$ cat src/rtl/ysyx_23060171_trap_ctrl.sv
// Machine-mode trap entry/MRET sequencer that owns the CSR write port and
// arbitrates it against EXU CSR-instruction writes.
module ysyx_23060171_trap_ctrl #(
    parameter int ADDR_WIDTH = 12,
    parameter int DATA_WIDTH = 32
) (
    input  logic                  clk,
    input  logic                  rst_n,
    input  logic                  trap_valid,
    output logic                  trap_ready,
    input  logic                  trap_is_mret,
    input  logic [DATA_WIDTH-1:0] trap_pc,
    input  logic [7:0]            trap_cause,
    input  logic                  inst_wen,
    input  logic [ADDR_WIDTH-1:0] inst_waddr,
    input  logic [DATA_WIDTH-1:0] inst_wdata,
    output logic                  inst_ready,
    output logic                  csr_wen,
    output logic [ADDR_WIDTH-1:0] csr_waddr,
    output logic [DATA_WIDTH-1:0] csr_wdata,
    output logic [ADDR_WIDTH-1:0] csr_raddr,
    input  logic [DATA_WIDTH-1:0] csr_rdata,
    output logic                  redirect_valid,
    output logic [DATA_WIDTH-1:0] redirect_pc,
    input  logic                  redirect_ready,
    output logic                  busy
);

    localparam logic [ADDR_WIDTH-1:0] MSTATUS = ADDR_WIDTH'('h300);
    localparam logic [ADDR_WIDTH-1:0] MTVEC   = ADDR_WIDTH'('h305);
    localparam logic [ADDR_WIDTH-1:0] MEPC    = ADDR_WIDTH'('h341);
    localparam logic [ADDR_WIDTH-1:0] MCAUSE  = ADDR_WIDTH'('h342);

    typedef enum logic [2:0] {
        IDLE, W_EPC, W_CAUSE, W_STATUS, R_VEC, M_STATUS, R_EPC, REDIR
    } state_t;

    state_t                state;
    logic [DATA_WIDTH-1:0] pc_q;
    logic [7:0]            cause_q;
    logic [DATA_WIDTH-1:0] status_entry;
    logic [DATA_WIDTH-1:0] status_mret;

    assign trap_ready = (state == IDLE);
    assign busy       = (state != IDLE);

    always_ff @(posedge clk or negedge rst_n) begin
        if (!rst_n) begin
            state          <= IDLE;
            pc_q           <= '0;
            cause_q        <= '0;
            redirect_valid <= 1'b0;
            redirect_pc    <= '0;
        end else begin
            case (state)
                IDLE: begin
                    if (trap_valid) begin
                        pc_q    <= trap_pc;
                        cause_q <= trap_cause;
                        state   <= trap_is_mret ? M_STATUS : W_EPC;
                    end
                end
                W_EPC:    state <= W_CAUSE;
                W_CAUSE:  state <= W_STATUS;
                W_STATUS: state <= R_VEC;
                R_VEC: begin
                    redirect_pc    <= {csr_rdata[DATA_WIDTH-1:2], 2'b00};
                    redirect_valid <= 1'b1;
                    state          <= REDIR;
                end
                M_STATUS: state <= R_EPC;
                R_EPC: begin
                    redirect_pc    <= csr_rdata;
                    redirect_valid <= 1'b1;
                    state          <= REDIR;
                end
                REDIR: begin
                    if (redirect_ready) begin
                        redirect_valid <= 1'b0;
                        state          <= IDLE;
                    end
                end
                default: state <= IDLE;
            endcase
        end
    end

    // mstatus read-modify-write images for trap entry and MRET
    always_comb begin
        status_entry        = csr_rdata;
        status_entry[7]     = csr_rdata[3];
        status_entry[3]     = 1'b0;
        status_entry[12:11] = 2'b11;
        status_mret         = csr_rdata;
        status_mret[3]      = csr_rdata[7];
        status_mret[7]      = 1'b1;
        status_mret[12:11]  = 2'b11;
    end

    // Write port is combinational so IDLE passes EXU writes through in-cycle
    always_comb begin
        csr_wen    = 1'b0;
        csr_waddr  = MSTATUS;
        csr_wdata  = '0;
        csr_raddr  = MSTATUS;
        inst_ready = 1'b0;
        case (state)
            IDLE: begin
                csr_wen    = inst_wen;
                csr_waddr  = inst_waddr;
                csr_wdata  = inst_wdata;
                inst_ready = inst_wen;
            end
            W_EPC: begin
                csr_wen   = 1'b1;
                csr_waddr = MEPC;
                csr_wdata = pc_q;
            end
            W_CAUSE: begin
                csr_wen   = 1'b1;
                csr_waddr = MCAUSE;
                csr_wdata = {{(DATA_WIDTH-8){1'b0}}, cause_q};
            end
            W_STATUS: begin
                csr_wen   = 1'b1;
                csr_waddr = MSTATUS;
                csr_wdata = status_entry;
            end
            R_VEC:    csr_raddr = MTVEC;
            M_STATUS: begin
                csr_wen   = 1'b1;
                csr_waddr = MSTATUS;
                csr_wdata = status_mret;
            end
            R_EPC:    csr_raddr = MEPC;
            default: ;
        endcase
    end

endmodule
$ cat config.mk
export PLATFORM = sky130hd
export DESIGN_NAME = ysyx_23060171_trap_ctrl
export DESIGN_NICKNAME = d
export VERILOG_FILES = /design/src/rtl/ysyx_23060171_trap_ctrl.sv
export SDC_FILE = /design/constraint.sdc
export NUM_CORES = 1
export LEC_CHECK = 0
export ABC_AREA = 1
export BUFFER_PORTS_ARGS = -buffer_cell sky130_fd_sc_hd__buf_2
export CORE_MARGIN = 2
export CORE_UTILIZATION = 46
export CTS_BUF_LIST = sky130_fd_sc_hd__clkbuf_8
export CTS_CLUSTER_DIAMETER = 60
export DETAILED_ROUTE_END_ITERATION = 12
export GPL_ROUTABILITY_DRIVEN = 0
export PLACE_DENSITY = 0.81
export SETUP_SLACK_MARGIN = 0.4
export SLEW_MARGIN = 15
export SYNTH_ARGS = -nofsm -noshare
export SYNTH_HDL_FRONTEND = slang
export SYNTH_SLANG_ARGS = --single-unit
$ cat constraint.sdc
create_clock -name clk -period 2 [get_ports clk]
set_input_delay 0.5 -clock clk [delete_from_list [all_inputs] [get_ports clk]]
set_output_delay 0.5 -clock clk [all_outputs]
set_load 0.1 [all_outputs]
==> flow_summary.json, run 1 <==
{
  "initial_core_util": 0.479,
  "grt_max_degree": 77,
  "place_area_sq_mm": 0.00665,
  "outcome": "aborted with a tool error",
  "io_buffers": 205,
  "clk_path_buf_depth": 2,
  "toolErrorMsg": "[ERROR DPL-0038] Utilization greater than 100%, impossible to legalize",
  "num_io_pins": 215,
  "die_x_um": 96.9,
  "yosysWarnings": 0,
  "worst-ep-kind": "primary output",
  "seq_area_frac_synth": 0.479,
  "row_count": 33,
  "post_synth.cell_area_avg_sq_um": 7.16,
  "synth.ff_latch_count": 76,
  "lastStage": "5_1_grt",
  "synth_top_cell_by_area": "dfrtp_1",
  "die_y_um": 96.9,
  "synthTopCellsByArea": "dfrtp_1 (48%), nand2_1 (24%), nand3_1 (13%), buf_2 (2.6%), nor2_1 (2.6%)",
  "cts_sinks": 76,
  "worstEndpointGrtRepair": "csr_wdata[7]",
  "root_buffer": "clkbuf_8",
  "syn-instance-count": 555,
  "placed_cells": 857,
  "cts_max_level": 3,
  "synth_cell_types": 22,
  "dp_hpwl_mm": 11.2,
  "yosysTopAreaCellShare": 0.479,
  "cts_buffers": 9,
  "synth_area_sq_mm": 0.00397
}
==> timing repair <==
action	CTS
gates resized for setup	172
setup buffers	23
hold buffers	0
endpoints found under the setup margin	124
gates cloned	4
pin swaps	35
==> cells by family after synthesis <==
logic type,after synthesis,share of synthesized area
compound gates,6,0.00882
buf+inv,71,0.0898
flops,76,0.479
other cells,2,0.00189
simple gates,400,0.421
==> through the flow <==
step	setup WS, ns	hold slack (ns)	util
floorplan	-0.123	0.204	-
CTS	-0.216	0.175	0.933
detailed placement	-0.0189	0.454	0.801
global placement	0.0162	0.448	0.801
==> Yosys cell counts <==
master      n
nand3_1   107
or2_2       2
o21ai_0     3
dfrtp_1    76
buf_4      11
a21boi_0    1
a21oi_1     1
nand4_1     2
nand2_1   256
nand3b_1    1
nand2_2     3
buf_6       3
nor2_4      2
inv_1      26
nor2_1     27
inv_2       2
clkbuf_1    6
buf_1       1
clkinv_1    1
o21a_1      1
conb_1      2
buf_2      21
==> inputs of run 2 (changes only) <==
- CORE_UTILIZATION: 46 -> 40
- CTS_BUF_LIST: sky130_fd_sc_hd__clkbuf_8 -> unset
- CTS_CLUSTER_DIAMETER: 60 -> unset
- PLACE_DENSITY: 0.81 -> unset
- PLACE_DENSITY_LB_ADDON: unset -> 0.15
- SETUP_SLACK_MARGIN: 0.4 -> unset
==> run 2 against run 1 <==
The flow now finishes, with violations (negative setup slack). Synthesized cell count unchanged. Synthesized area did not move.
==> flow_summary.json, run 2 <==
{
  "outcome": "complete, but fails checks",
  "violations": "negative setup slack",
  "drtIter0Drc": 313,
  "reg2reg_depth": 9,
  "reg2reg_to": "redirect_pc[19]$_DFFE_PN0P_",
  "yosysWarnings": 0,
  "root_buffer": "clkbuf_8",
  "cp_max_fo": 5,
  "clkTransAtPathRegs_ns": 0.08,
  "dieArea_sq_mm": 0.0107,
  "cts_max_level": 3,
  "synth_top_cell_by_area": "dfrtp_1",
  "yosysTopAreaCellShare": 0.479,
  "slowest_stage": "dfrtp_2",
  "via_per_inst": 5.01,
  "final_common_cell": "nand2_1",
  "reg_top3": "pc_q x32, redirect_pc x32, cause_q x8",
  "io_buffers": 205,
  "cp_cell_sequence": "buf_8 -> inv_2 -> nor2_4 -> buf_4 -> nand2_1 -> nand2_1 -> nor2_1 -> nand2_2 -> buf_12",
  "rsz0062_at_grt": "yes",
  "synthTopCellsByArea": "dfrtp_1 (48%), nand2_1 (24%), nand3_1 (13%), buf_2 (2.6%), nor2_1 (2.6%)",
  "dp_hpwl_mm": 10.4,
  "synth.ff_latch_count": 76,
  "diodes": 0,
  "die_x_um": 104,
  "criticalPathCategory": "reg2out",
  "fp.coreArea_sq_mm": 0.00968,
  "cpMostUsedCell": "nand2_1",
  "crit_family": "simple AND/OR/NAND/NOR gates",
  "hold_violations": 0,
  "async_flop_share": 1.00,
  "num_io_pins": 215,
  "min_path_type": "in2async",
  "worst_path_largest_cell_delay_ns": 0.44,
  "r2r-start": "state[0]$_DFFE_PN0P_",
  "cp_data_arrival_time_ns": 1.83,
  "clk_path_buf_depth": 2,
  "grt_max_degree": 41,
  "yosys.cell_count.top_type": "nand2_1",
  "syn_to_final_growth_pct": 77.4,
  "cap_violations": 0,
  "grt_overflow": 0,
  "final_cell_mix": "nand2_1 (222), buf_2 (153), dfrtp_1 (73)",
  "layout.cells.non_filler": 923,
  "post_synth.cell_area_avg_sq_um": 7.16,
  "skew_ns": 0.0128,
  "endpoint_kind": "output pin",
  "wl_per_cell_um": 16.4,
  "slew_viol_final": 0,
  "synthTopCellsByCount": "nand2_1 (256), nand3_1 (107), dfrtp_1 (76)",
  "grt_pass1_wl_mm": 22.3,
  "synth_edf_count": 0,
  "grt_use_total": 0.260,
  "row_count": 36,
  "pre_cts_ws_ns": 0.0619,
  "via_count": 4624,
  "synth_area_sq_mm": 0.00397,
  "grt_pass1_vias": 4386,
  "drt_drc_violations_left": 0,
  "nets": 908,
  "fmaxAchievable_ghz": 0.429,
  "cts_buffers": 9,
  "setup_ws_ns": -0.329,
  "syn-instance-count": 555,
  "post-route-min-period_ns": 2.33,
  "cts_sinks": 76,
  "cts_tree": "yes",
  "crit_required_ns": 1.50,
  "path_buf_inv": 4,
  "placed_cells": 884,
  "drive_gt1_frac": 0.481,
  "initial_core_util": 0.410,
  "postRouteAntennaNets": 0,
  "clkLatencyLatePin_ns": 0.34,
  "fin_crit_sh": 1.16,
  "critPathLaunchType": "flop",
  "antenna_found_initial": 0,
  "wirelength_mm": 15.2,
  "stdcell_area_sq_mm": 0.00705,
  "seq_area_frac_synth": 0.479,
  "synth_cell_types": 22,
  "dr.pass1.iters": 5,
  "die_y_um": 104,
  "ys.flop_type": "dfrtp_1",
  "reg2reg_slack_ns": 0.09,
  "final-setup-viol-count": 50,
  "place_area_sq_mm": 0.00619
}
run 2: metal layers:
metal	global-route usage	vias up	part of all wire
li1	-	2184	-
met3	0.0409	33	0.061
met2	0.421	211	0.49
met4	0.0888	0	0.030
met1	0.355	2196	0.42
met5	0	-	0
run 2: worst max-delay path by stage:
| stage | slack (ns) | startpoint | endpoint | cells past startpoint |
|---|---|---|---|---|
| 2_1_floorplan | -0.13 | state[0]$_DFFE_PN0P_ | csr_wdata[2] | 4 |
| 3_3_place_gp | 0.09 | state[1]$_DFFE_PN0P_ | csr_wdata[27] | 7 |
| 3_5_place_dp | 0.06 | state[2]$_DFFE_PN0P_ | csr_wdata[9] | 7 |
| 4_1_cts | -0.19 | state[0]$_DFFE_PN0P_ | csr_wdata[5] | 7 |
| 5_1_grt | -0.35 | state[0]$_DFFE_PN0P_ | csr_wdata[7] | 9 |
| 6_report | -0.33 | state[0]$_DFFE_PN0P_ | csr_wdata[7] | 9 |
run 2: area by class of cell:
class                      count  area (sq um)
inverter                      29           134
clock buffer                  10           128
tap                          133           166
timing repair buffer         254          2400
sequential                    76          1910
multi-input combinational    416          2240
fill                         725          2640
clock inverter                 5          77.6
run 2: metrics by stage:
step | utilization | hold slack [ns] | setup TNS (ns)
finish | 0.728 | 0.0569 | -8.16
global route | 0.728 | 0.0717 | -11.00
CTS | 0.690 | 0.0588 | -5.74
detailed placement | 0.639 | 0.429 | 0
global placement | 0.639 | 0.428 | 0
floorplan | - | 0.204 | -0.274
run 2: what timing repair did:
action | 4_1_cts | 5_1_grt
hold buffers | 0 | 0
gates cloned | 2 | 6
pin swaps | 7 | 9
endpoints found under the setup margin | 50 | 48
buffers inserted | 11 | 5
gates resized for setup | 47 | 59
run 2: cells by family after synthesis:
kind of cell,share of synthesized area
simple gates,0.421
flops,0.479
other cells,0.00189
buf+inv,0.0898
compound gates,0.00882
Power of run 2 is not shown: default switching activity piles up to over one toggle a cycle in this logic, so the estimate is an artifact.
